**src/rtl/pbit_pkg.sv**
```systemverilog
// Shared types and fixed-point helpers for the probabilistic-bit node.
package pbit_pkg;

  typedef enum logic [1:0] {IDLE, ACCUM, SCALE, SAMPLE} state_t;

  localparam logic [15:0] LFSR_TAPS = 16'hB400;

  // Clamp a signed value into the two's-complement range of a w-bit word.
  function automatic logic signed [63:0] sat_to_width(input logic signed [63:0] v,
                                                      input int w);
    logic signed [63:0] hi;
    logic signed [63:0] lo;
    hi = (64'sd1 <<< (w - 1)) - 64'sd1;
    lo = -(64'sd1 <<< (w - 1));
    if (v > hi) return hi;
    if (v < lo) return lo;
    return v;
  endfunction

  // 0.5 + x/4 clamped to [0,1], returned as a 16-bit probability; exactly 1.0 maps to 0xFFFF.
  function automatic logic [15:0] hard_sigmoid(input logic signed [63:0] x, input int frac);
    logic signed [63:0] one;
    logic signed [63:0] p;
    one = 64'sd1 <<< frac;
    p   = (one >>> 1) + (x >>> 2);
    if (p <= 64'sd0) return 16'h0000;
    if (p >= one) return 16'hFFFF;
    return 16'(p <<< (16 - frac));
  endfunction

endpackage

```
**src/rtl/pbit_node_seq_lfsr.sv**
```systemverilog
// 16-bit right-shifting Galois LFSR; load beats step, a zero seed falls back to SEED.
module pbit_lfsr16
  import pbit_pkg::*;
#(
  parameter logic [15:0] SEED = 16'hACE1
) (
  input  logic        clk,
  input  logic        rst,
  input  logic        step,
  input  logic        load,
  input  logic [15:0] seed,
  output logic [15:0] rnd
);

  always_ff @(posedge clk) begin
    if (rst) begin
      rnd <= SEED;
    end else if (load) begin
      rnd <= (seed == 16'h0000) ? SEED : seed;
    end else if (step) begin
      rnd <= (rnd >> 1) ^ (rnd[0] ? LFSR_TAPS : 16'h0000);
    end
  end

endmodule

```
**src/rtl/pbit_node_seq.sv**
```systemverilog
// Probabilistic-bit node: serial MAC of the local field, beta scaling, hard sigmoid, LFSR sample.
// start accepted only in IDLE; done pulses N_NEIGH+2 cycles after acceptance, starts while busy are dropped.
module pbit_node_seq
  import pbit_pkg::*;
#(
  parameter int          WIDTH     = 16,
  parameter int          FRAC      = 12,
  parameter int          N_NEIGH   = 8,
  parameter logic [15:0] LFSR_SEED = 16'hACE1
) (
  input  logic                       clk,
  input  logic                       rst,
  input  logic                       start,
  input  logic                       det_mode,
  input  logic [2:0]                 beta_shift,
  input  logic [N_NEIGH-1:0]         neighbours,
  input  logic [N_NEIGH*WIDTH-1:0]   weights,
  input  logic signed [WIDTH-1:0]    bias,
  input  logic                       seed_we,
  input  logic [15:0]                seed_in,
  output logic                       busy,
  output logic                       done,
  output logic                       node,
  output logic [15:0]                prob,
  output logic signed [WIDTH-1:0]    field
);

  localparam int AW = WIDTH + $clog2(N_NEIGH) + 1;
  localparam int IW = (N_NEIGH > 1) ? $clog2(N_NEIGH) : 1;

  state_t                    state;
  logic signed [AW-1:0]      acc;
  logic [IW-1:0]             idx;
  logic [N_NEIGH-1:0]        neigh_q;
  logic [N_NEIGH*WIDTH-1:0]  weights_q;
  logic [2:0]                beta_q;
  logic                      det_q;

  logic [15:0]               rnd;
  logic                      lfsr_step;
  logic                      lfsr_load;
  logic signed [WIDTH-1:0]   w_cur;
  logic signed [63:0]        acc_ext;
  logic signed [63:0]        f_sat;
  logic signed [63:0]        x_sat;

  assign w_cur   = weights_q[int'(idx) * WIDTH +: WIDTH];
  assign acc_ext = 64'(acc);
  assign f_sat   = sat_to_width(acc_ext, WIDTH);
  assign x_sat   = sat_to_width(f_sat <<< beta_q, WIDTH);

  // The random draw is consumed only by stochastic samples; seeding yields to start.
  assign lfsr_step = (state == SAMPLE) && !det_q;
  assign lfsr_load = (state == IDLE) && seed_we && !start;

  pbit_lfsr16 #(.SEED(LFSR_SEED)) u_lfsr (
    .clk  (clk),
    .rst  (rst),
    .step (lfsr_step),
    .load (lfsr_load),
    .seed (seed_in),
    .rnd  (rnd)
  );

  always_ff @(posedge clk) begin
    if (rst) begin
      state     <= IDLE;
      acc       <= '0;
      idx       <= '0;
      neigh_q   <= '0;
      weights_q <= '0;
      beta_q    <= '0;
      det_q     <= 1'b0;
      busy      <= 1'b0;
      done      <= 1'b0;
      node      <= 1'b0;
      prob      <= 16'h0000;
      field     <= '0;
    end else begin
      done <= 1'b0;
      case (state)
        IDLE: begin
          if (start) begin
            acc       <= AW'(bias);
            idx       <= '0;
            neigh_q   <= neighbours;
            weights_q <= weights;
            beta_q    <= beta_shift;
            det_q     <= det_mode;
            busy      <= 1'b1;
            state     <= ACCUM;
          end
        end
        ACCUM: begin
          if (neigh_q[idx]) acc <= acc + AW'(w_cur);
          idx <= idx + 1'b1;
          if (idx == IW'(N_NEIGH - 1)) state <= SCALE;
        end
        SCALE: begin
          field <= x_sat[WIDTH-1:0];
          prob  <= hard_sigmoid(x_sat, FRAC);
          state <= SAMPLE;
        end
        SAMPLE: begin
          node  <= det_q ? ~field[WIDTH-1] : (rnd <= prob);
          done  <= 1'b1;
          busy  <= 1'b0;
          state <= IDLE;
        end
        default: state <= IDLE;
      endcase
    end
  end

endmodule

```
**config.mk**
```make
export PLATFORM = sky130hd
export DESIGN_NAME = pbit_node_seq
export DESIGN_NICKNAME = d
export VERILOG_FILES = /design/src/rtl/pbit_pkg.sv /design/src/rtl/pbit_node_seq_lfsr.sv /design/src/rtl/pbit_node_seq.sv
export SDC_FILE = /design/constraint.sdc
export NUM_CORES = 1
export LEC_CHECK = 0
export CAP_MARGIN = 20
export CELL_PAD_IN_SITES_DETAIL_PLACEMENT = 0
export CELL_PAD_IN_SITES_GLOBAL_PLACEMENT = 2
export CORE_MARGIN = 3
export CORE_UTILIZATION = 28
export DETAILED_ROUTE_END_ITERATION = 7
export GPL_ROUTABILITY_DRIVEN = 0
export PLACE_DENSITY_LB_ADDON = 0.1
export REMOVE_ABC_BUFFERS = 1
export SLEW_MARGIN = 25
export SYNTH_ARGS = -nofsm -noshare
export SYNTH_HDL_FRONTEND = slang
export SYNTH_SLANG_ARGS = --single-unit
```
**constraint.sdc**
```tcl
create_clock -name clk -period 4.1 [get_ports clk]
set_clock_uncertainty 0.1 [all_clocks]
set_input_delay 1.025 -clock clk [delete_from_list [all_inputs] [get_ports clk]]
set_output_delay 1.025 -clock clk [all_outputs]
set_load 0.01 [all_outputs]
```
==> metrics <==
clock tree from TritonCTS=done; power after layout=10.72 mW; CORE AREA=40280 sq um; MaxCap Viol Count=0; Worst Reg-to-Reg Cells=19; type of destination of the critical path=flip-flop; netlist area before placement=11570 sq um; transition time at the pin with the least slew margin=784.7 ps; number of hold violations in the final report=0; Layout fillers=4130; relative contribution of combinational cells to total power=0.499; cts hold-fix bufs=0; Crit Reg-Reg Startpoint=acc[16]; number of instances on the worst hold path=2; post-route design area=15700 sq um; area enclosed by the die boundary=43790 sq um; number of I/O pins=211; share of total power consumed by net switching=0.4008; Sequential Area=4270 sq um; final critical delay including setup and external delays=3942 ps; most used routing layer in global routing=met2; mean routed wirelength per cell=17.92 microns; Buffers on Ports=210; die boundary height=209.3 microns; commonest cells in the netlist=333 x sky130_fd_sc_hd__nand2_1, 213 x sky130_fd_sc_hd__dfxtp_1, 186 x sky130_fd_sc_hd__a21oi_1, 87 x sky130_fd_sc_hd__nor2_1, 86 x sky130_fd_sc_hd__clkbuf_1; aggregate negative setup slack=0 ps; area used by multi-input combinational logic=6905 sq um; worst supply voltage drop on vdd=0.3191 mV; unrepaired setup endpoints after global routing=yes; Final Worst Setup Slack=158.0 ps; Synth warnings=0; buffer levels on the longest clock path=3; clock network fraction of total power=0.225; # DRC=0; FMAX=253.7 MHz; Area growth syn-to-layout=35.73%; router iterations before antenna repair=5; maximum number of pins on one net before global-route repair=95; worst min-delay path endpoint=weights_q[117]; R2R Path End=prob[13]; register-to-register setup slack=160 ps; hold_sp=weights_q[117]; share of synthesized area occupied by flip-flops and latches=0.3686; via density per instance=4.948; CTS clk-pin slew, worst paths=60 ps; vias in the first global route=10580; fin nets=1844; CP Data Required Time=4440 ps; startpoint type of the worst setup path=flip-flop; cell type contributing the most total cell area after synthesis=sky130_fd_sc_hd__dfxtp_1; starting density of the core=0.2872; number of buffers inserted during clock tree synthesis=27; number of placement rows=73; overall routing resource usage=0.1707; Synth cell types=67; routed wire length=38750 microns; run status=complete, no violations; Post-synth EDFFs=0; initial antenna violation count=1; residual antenna-violating net count after detailed routing=0; delay of the slowest cell on the worst path=400 ps; number of clock sinks seen by CTS=213; most frequent cell after synthesis=sky130_fd_sc_hd__nand2_1; Worst Setup Path Type=flip-flop to flip-flop; Power Dens Cells=682.7 nW/um^2; worst max-slew margin expressed relative to the limit=0.4749; met2 Use GR=0.2838; main area contributors after synthesis=sky130_fd_sc_hd__dfxtp_1 37%, sky130_fd_sc_hd__nand2_1 11%, sky130_fd_sc_hd__a21oi_1 8.0%; internal portion of total power=6.423 mW; FF+latch count, synth=213; share of the clock period used by the worst path after layout=0.9615; CP Cell Sequence=and3_4, nand3_4, ha_4, inv_1, buf_4, buf_4, o311ai_0, a21oi_1, nor4_4, or2_4, nand2_2, ha_4, nand2_1, ha_1, nand4b_1, nor2_1, a31oi_2, or3_4, a221o_1; worst slack, placed=-281.8 ps; part of the power in registers=0.277; Worst path slowest cell=sky130_fd_sc_hd__or3_4; overall via count from detail_route=10700; ys async rst share=0; worst skew pair latency=550 ps; arrival time reported for the critical path endpoint=4280 ps; top-area cell type share of the netlist area=0.3686; met3 usage in global routing=0.02676; H-tree levels=1; Net Sw Power=4.296 mW; worst min-delay path category=flip-flop to flip-flop; cell at the root of the clock tree=sky130_fd_sc_hd__clkbuf_16; Final Setup Violations=0; first-pass GRT wire length=60310 microns; met1 layer usage reported by global route=0.2335; syn_area_per_cell=8.262 sq um; post-synthesis instance total=1400; post-place instance area=14610 sq um; leading register cell type out of synthesis=sky130_fd_sc_hd__dfxtp_1; residual overflow from global routing=0; hpwl dp=28650 microns; floorplan die width=209.3 microns; fraction of layout instances using a drive strength above 1=0.1448; pins over their slew limit=0; critical-path maximum fanout=8; Static Leakage=5.841 nW; final hold slack=350.9 ps; number of DRC markers after the initial detailed-route iteration=514
[kinds of logic after synthesis]
| family | Yosys count | synth area share |
|---|---|---|
| AO/OA/AOI/OAI | 344 | 0.1818 |
| adder cells (fa/ha/maj) | 51 | 0.05581 |
| XOR/XNOR | 17 | 0.01287 |
| AND/OR/NAND/NOR | 540 | 0.2022 |
| multiplexers | 95 | 0.1288 |
| flip-flops | 213 | 0.3686 |
| buffers and inverters | 140 | 0.04986 |
[metrics by stage]
stage	instances	utilization
floorplan	1297	-
global placement	2110	0.3626
detailed placement	2110	0.3626
CTS	2159	0.3858
global route	2163	0.3898
finish	2163	0.3898
[cell type report]
class / count / area share
Tap cell: 525 / 0.04184
Sequential cell: 213 / 0.2720
Inverter: 37 / 0.008926
Timing Repair Buffer: 290 / 0.1799
Antenna cell: 1 / 0.0001594
Clock buffer: 41 / 0.05084
Multi-Input combinational cell: 1048 / 0.4398
Clock inverter: 8 / 0.006535
[state kept, by name, summed over array words and instances, names as in the netlist]
name	count
field	16
node	1
det_q	1
idx	3
acc	20
neigh_q	8
done	1
busy	1
beta_q	3
state	2
prob	13
weights_q	128
u_lfsr.rnd	16
[power groups by stage]
stage / clock network [mW] / logic, mW / registers, mW
4_1_cts: 2.49 / 5.23 / 2.97
3_5_place_dp: 0 / 5.18 / 3.01
3_3_place_gp: 0 / 5.21 / 3.00
6_report: 2.41 / 5.35 / 2.97
2_1_floorplan: 0 / 3.10 / 3.02
5_1_grt: 2.58 / 5.95 / 3.04
[cell usage in the layout, fill, tap and decap left out, types with 27 or more instances in the layout]
| cell type | instances |
|---|---|
| sky130_fd_sc_hd__mux2i_1 | 32 |
| sky130_fd_sc_hd__clkdlybuf4s50_1 | 209 |
| sky130_fd_sc_hd__dfxtp_1 | 208 |
| sky130_fd_sc_hd__mux4_2 | 41 |
| sky130_fd_sc_hd__nor2_1 | 87 |
| sky130_fd_sc_hd__a21oi_1 | 185 |
| sky130_fd_sc_hd__inv_1 | 35 |
| sky130_fd_sc_hd__ha_1 | 48 |
| sky130_fd_sc_hd__clkbuf_16 | 27 |
| sky130_fd_sc_hd__nand2_1 | 328 |
| sky130_fd_sc_hd__a211oi_1 | 34 |
| sky130_fd_sc_hd__buf_4 | 69 |
[per-layer routing]
metal / vias to the layer above / share of wire / wire length [microns]
met2: 198 / 0.47 / 18350
met4: 0 / 0.021 / 808
met1: 5071 / 0.47 / 18130
met5: - / 0 / 0
li1: 5387 / - / -
met3: 46 / 0.038 / 1463
[worst max-delay path by stage]
stage | to | slack (ps) | depth (start not counted) | start
2_1_floorplan | acc[18] | -480 | 7 | idx[0]
3_3_place_gp | prob[6] | -250 | 18 | acc[16]
3_5_place_dp | prob[14] | -280 | 18 | acc[16]
4_1_cts | prob[13] | 20 | 19 | acc[16]
5_1_grt | prob[13] | -60 | 20 | acc[16]
6_report | prob[13] | 160 | 19 | acc[16]
[repair_timing]
| action | 4_1_cts | 5_1_grt |
|---|---|---|
| setup endpoints to repair | 11 | 14 |
| pin swaps | 0 | 17 |
| gates resized for setup | 7 | 31 |
| cloned | 0 | 1 |
| buffers inserted | 0 | 2 |
[worst max-delay path, delay by kind of cell, from the launching register on]
kind                       cells  cell delay, ps
and+or+nand+nor                9            1430
DFF                            1             320
adders and majority gates      3             740
buffers and inverters          3             430
AOI/OAI and AO/OA              4             820
Note: power is estimated with default switching activity, not from simulation.
